### src/rtl/simple_pipelined.sv
// simple_pipelined: LANES x WIDTH elastic delay line of DEPTH valid/ready stages (DEPTH=0 is a wire).
// Optional feature macro PIPE_OCC_EN adds a registered occupancy output occ.

module simple_pipelined_lane #(
  parameter int WIDTH = 16,
  parameter int DEPTH = 2
) (
  input  logic             clk,
  input  logic             rst,
  input  logic [DEPTH-1:0] ld,
  input  logic [DEPTH-1:0] src_v,
  input  logic [WIDTH-1:0] din,
  output logic [WIDTH-1:0] dout
);
  logic [DEPTH-1:0][WIDTH-1:0] dq;
  logic [DEPTH-1:0][WIDTH-1:0] src_d;

  always_comb begin
    src_d[0] = din;
    for (int k = 1; k < DEPTH; k++) src_d[k] = dq[k-1];
  end

  // A bubble moving in keeps the old data; only the valid bit clears.
  always_ff @(posedge clk) begin
    if (rst) dq <= '0;
    else begin
      for (int k = 0; k < DEPTH; k++)
        if (ld[k] && src_v[k]) dq[k] <= src_d[k];
    end
  end

  assign dout = dq[DEPTH-1];
endmodule

module simple_pipelined #(
  parameter int WIDTH = 16,
  parameter int LANES = 1,
  parameter int DEPTH = 2
) (
  input  logic                   clk,
  input  logic                   rst,
  input  logic                   in_valid,
  output logic                   in_ready,
  input  logic [WIDTH*LANES-1:0] i,
  output logic [WIDTH*LANES-1:0] o,
  output logic                   o_valid,
  input  logic                   out_ready
`ifdef PIPE_OCC_EN
  ,
  output logic [$clog2(DEPTH+2)-1:0] occ
`endif
);
  localparam int OW = $clog2(DEPTH+2);

  generate
    if (DEPTH == 0) begin : g_pass
      assign o        = i;
      assign o_valid  = in_valid;
      assign in_ready = out_ready;
`ifdef PIPE_OCC_EN
      assign occ = '0;
`endif
    end else begin : g_pipe
      logic [DEPTH-1:0] vld_pipe;
      logic [DEPTH-1:0] src_v;
      logic [DEPTH-1:0] ld;
      logic [LANES-1:0][WIDTH-1:0] i_l;
      logic [LANES-1:0][WIDTH-1:0] o_l;

      // Load chain: a stage loads when it is empty or everything downstream moves.
      always_comb begin
        logic acc;
        acc = out_ready;
        for (int k = DEPTH-1; k >= 0; k--) begin
          acc   = acc | ~vld_pipe[k];
          ld[k] = acc;
        end
      end

      always_comb begin
        src_v[0] = in_valid;
        for (int k = 1; k < DEPTH; k++) src_v[k] = vld_pipe[k-1];
      end

      always_ff @(posedge clk) begin
        if (rst) vld_pipe <= '0;
        else begin
          for (int k = 0; k < DEPTH; k++)
            if (ld[k]) vld_pipe[k] <= src_v[k];
        end
      end

      assign in_ready = ld[0];
      assign o_valid  = vld_pipe[DEPTH-1];
      assign i_l      = i;
      assign o        = o_l;

      simple_pipelined_lane #(.WIDTH(WIDTH), .DEPTH(DEPTH)) u_lane [LANES-1:0] (
        .clk   (clk),
        .rst   (rst),
        .ld    (ld),
        .src_v (src_v),
        .din   (i_l),
        .dout  (o_l)
      );

`ifdef PIPE_OCC_EN
      logic xin, xout;
      assign xin  = in_valid & ld[0];
      assign xout = vld_pipe[DEPTH-1] & out_ready;

      always_ff @(posedge clk) begin
        if (rst) occ <= '0;
        else begin
          case ({xin, xout})
            2'b10:   occ <= occ + OW'(1);
            2'b01:   occ <= occ - OW'(1);
            default: occ <= occ;
          endcase
        end
      end
`endif
    end
  endgenerate
endmodule

### config.mk
export PLATFORM = sky130hd
export DESIGN_NAME = simple_pipelined
export DESIGN_NICKNAME = d
export VERILOG_FILES = /design/src/rtl/simple_pipelined.sv
export SDC_FILE = /design/constraint.sdc
export NUM_CORES = 1
export LEC_CHECK = 0
export CAP_MARGIN = 0
export CORE_ASPECT_RATIO = 0.7
export CORE_MARGIN = 5
export CORE_UTILIZATION = 44
export CTS_CLUSTER_SIZE = 20
export DETAILED_ROUTE_END_ITERATION = 8
export PLACE_DENSITY = 0.75
export RECOVER_POWER = 50
export REMOVE_ABC_BUFFERS = 1
export SLEW_MARGIN = 20
export SYNTH_ARGS = -nofsm -noshare
export SYNTH_HDL_FRONTEND = slang
export SYNTH_SLANG_ARGS = --single-unit
### constraint.sdc
create_clock -name clk -period 1.25 [get_ports clk]
set_input_delay 0.375 -clock clk [delete_from_list [all_inputs] [get_ports clk]]
set_output_delay 0.375 -clock clk [all_outputs]
set_load 0.005 [all_outputs]
# Word-level counts from Yosys, hierarchy flattened
# Cells that the tools add are included.
# classes
n_reduce_logical	2
n_bitwise	4
# ops
op	n
1-bit logical AND	2
1-bit NOT	2
1-bit bitwise OR	2
# word_totals
input_bits	20
reg_bits	34

# Depth between registers and ports, before layout
# logic_depth
depth_word	4
depth_mapped	6
ltp_nobuf	3

# Hierarchy
# A second synthesis with hierarchy kept.
# hier_totals
cells_unflattened	150
area_unflattened_um2	1564.0
# modules_own_cells
module	area_per_inst_um2	cells_each	instances
simple_pipelined_lane	1492.7	142	1
simple_pipelined	71.3	8	1

# Worst setup path before layout
# Ideal clock, no wire load.
# synth_timing
path_kind	register to register
startpoint	register g_pipe.vld_pipe[1]
endpoint	register g_pipe.u_lane[0].dq[10] (netlist name)
stages_incl_launch_ff	7
n_path_buf	3
required_time_ps	1178
period_less_slack_ps	1189
path_slack_ps	61
t_arrival_ps	1118
path_cell_list	dfxtp_1 -> nor2b_4 -> buf_6 -> a21boi_2 -> buf_6 -> buf_12 -> mux2i_1
# synth_between
elab_chain_cells	4
# synth_lines
element	line_no	rtl
start: declaration	64	logic [DEPTH-1:0] vld_pipe;
start signal: indexed assignment	89	if (ld[k]) vld_pipe[k] <= src_v[k];
1-bit NOT	75	acc = acc | ~vld_pipe[k];
1-bit bitwise OR (2 in series)	75	
1-bit logical AND	28	if (ld[k] && src_v[k]) dq[k] <= src_d[k];
end signal: indexed assignment	28	
end: declaration	15	logic [DEPTH-1:0][WIDTH-1:0] dq;
# No other way between the ends.
# A chain may end at the register's enable or synchronous reset.

# Worst setup path after layout
# layout_timing
startpoint	register g_pipe.vld_pipe[1]
endpoint	output in_ready
# layout_between
elab_chain_cells	3
# layout_lines
element	line_no	rtl
1-bit NOT	75	
1-bit bitwise OR (2 in series)	75	
end: declaration	43	output logic in_ready,
# No other way between the ends.

==> out/qor.csv <==
metric,value,unit
status,finished with violations,
failing checks,setup timing,
Leakage,0.773,nW
area delta synth->final,27.8,%
GPL Wtd Cong,0.748,
Remaining DRCs,0,
GRT Residual Overflow,0,
worst vdd ir,0.723,mV
syn_area_per_cell,9.23,um2
initial core utilization,44.7,%
H-tree levels,2,
Num CTS Buffers,5,
Synth Register Bits,34,
antenna violations before repair,0,
FF/Latch Area,688,um2
via count,1193,
drt pass-1 iters,4,
Synth warnings,0,
clk slew on worst S/H paths,0.07,ns
CP Launch Type,register,
"Slew Viols, Final",0,
mapped cell area,1550,um2
kind of critical path,reg -> out,
clock tree buffer depth,2,
Max-cap violations,0,
Power Dens Cells,1240,nW/um2
layout filler cell count,312,
placed cells,234,
Pwr Total,2.45,mW
Netlist cell types,17,
Synth top area share,43.9,%
core area,3470,um2
CTS tree,done,
Post-DP HPWL,2190,um
CP Max Fanout,2,
Synth area leader,dfxtp_1,
min Tclk post-route,1.28,ns
CP endpoint kind,output pin,
Final Util,57.1,%
Sink Count,34,
Total GRT Usage,15.1,%
IO Port Bufs,37,
Final setup violation count,2,
DIE WIDTH,80.9,um
most frequent cells in the layout,"32 x nand2b_1, 28 x dfxtp_1, 18 x a21oi_1, 18 x clkdlybuf4s50_1",
area of the multi-input gates,651,um2
root buffer selected by CTS,clkbuf_8,
final std cells w/o fill,243,
vias in the first global route,1176,
Routed wire per std cell,13.5,um
ranking of synthesized cells by area,"dfxtp_1 44%, nand2b_1 13%, mux2i_1 10%",
Hold Buf Count CTS,0,
worst hold path type,reg -> reg,
vias per std cell,4.91,
Final Hold Violating Endpoints,0,
layout cells sized above 1,15.0,%
row count,18,
skew final,0.00571,ns
period utilization,103,%
die area,4830,um2
"Arr. time, crit path",0.91,ns
pin count of the biggest net entering global routing,47,
Worst slew margin,85.0,%
"commonest non-fill, non-tap cell in the layout",nand2b_1,
"wirelength, routed",3280,um
"Seq/Total Area, Yosys",43.9,%
Inserted Diodes,0,
CP required,0.88,ns
Layout Nets,213,
fin worst setup slack,-0.0350,ns
IO Pins,38,
initial DRC count,65,
Worst Tran Pin Value,0.223,ns
Final ANT Viol Nets,0,
Die Span Y,59.7,um
unrepaired setup endpoints after global routing,yes,
clk_lat worst skew,0.28,ns
first-pass GRT wire length,5460,um
Cells after Synth,168,
highest clock rate,0.778,GHz
[per-stage QoR]
stage / cell area (um2) / TNS, ns / worst slack, ns / hold WS [ns]
CTS: 1990 / -0.414 / -0.152 / 0.471
floorplan: 1340 / -4.49 / -0.281 / 0.438
finish: 1980 / -0.0365 / -0.0350 / 0.462
detailed placement: 1860 / -14.68 / -0.647 / 0.458
global placement: 1860 / -13.88 / -0.647 / 0.453
global route: 1980 / -1.27 / -0.101 / 0.495
[per-layer routing]
layer | up-vias | share of wire (%) | track usage, % | routed length (um)
li1 | 590 | - | - | -
met1 | 557 | 43 | 18.1 | 1420
met2 | 41 | 48 | 24.6 | 1560
met3 | 5 | 8.4 | 6.33 | 277
met4 | 0 | 0.82 | 5.30 | 27
met5 | - | 0 | 0 | 0
[cell families (layout without fill, tap and decap cells)]
kind of cell           Yosys count  after routing  share of synthesized area (%)
and+or+nand+nor                 52             52                           19.9
AOI/OAI and AO/OA               35             35                           11.7
DFF                             34             34                           43.9
buffers and inverters           31             56                           14.1
muxes                           16             16                           10.3
[critical path: stages (launching register included)]
cell	delay [ns]
dfxtp_2	0.32
nor2b_4	0.15
nand2_1	0.06
clkbuf_2	0.11
[synth_stat cells (all sizes together)]
cell type  instances
dfxtp             34
nand2b            32
buf               24
a21oi             18
mux2i             16
nand3             16
o21ai             16
clkbuf             6
a21boi             1
inv                1
nand2              1
nor2               1
nor2b              1
or2b               1
[registers in the layout (all words and copies together) (netlist names)]
| name | cells |
|---|---|
| g_pipe.u_lane.dout | 16 |
| g_pipe.u_lane.dq | 16 |
| g_pipe.vld_pipe | 2 |
[where the power goes]
group	internal [mW]	switching, mW	leakage (nW)	total, mW
Sequential	1.14	0.0265	0.281	1.16
Clock	0.637	0.373	0.0573	1.01
Combinational	0.161	0.118	0.434	0.279
[layout make-up]
class	count	share of cell area, %
flip-flops and latches	34	34.7
clock inverters	1	1.52
well taps	50	3.16
multi-input cells	103	32.8
repair buffers	48	23.2
clock buffers	6	4.17
inverters	1	0.379
[final timing paths]
kind	end	cells after the start	from	slack, ns
max reg2reg	g_pipe.u_lane[0].dq[4]	5	g_pipe.vld_pipe[1]	0.01
min	g_pipe.u_lane[0].dout[9]	2	g_pipe.u_lane[0].dq[9]	0.46
min reg2reg	g_pipe.u_lane[0].dout[9]	2	g_pipe.u_lane[0].dq[9]	0.46
max	in_ready	3	g_pipe.vld_pipe[1]	-0.03
[repair_timing]
item / 4_1_cts / 5_1_grt
endpoints found under the setup margin: 44 / 39
gates cloned: 0 / 0
gates resized for setup: 36 / 15
buffers inserted: 2 / 0
hold endpoints to repair: 0 / 0
pin swaps: 1 / 0
No activity file was read; power rests on OpenSTA's default activity.
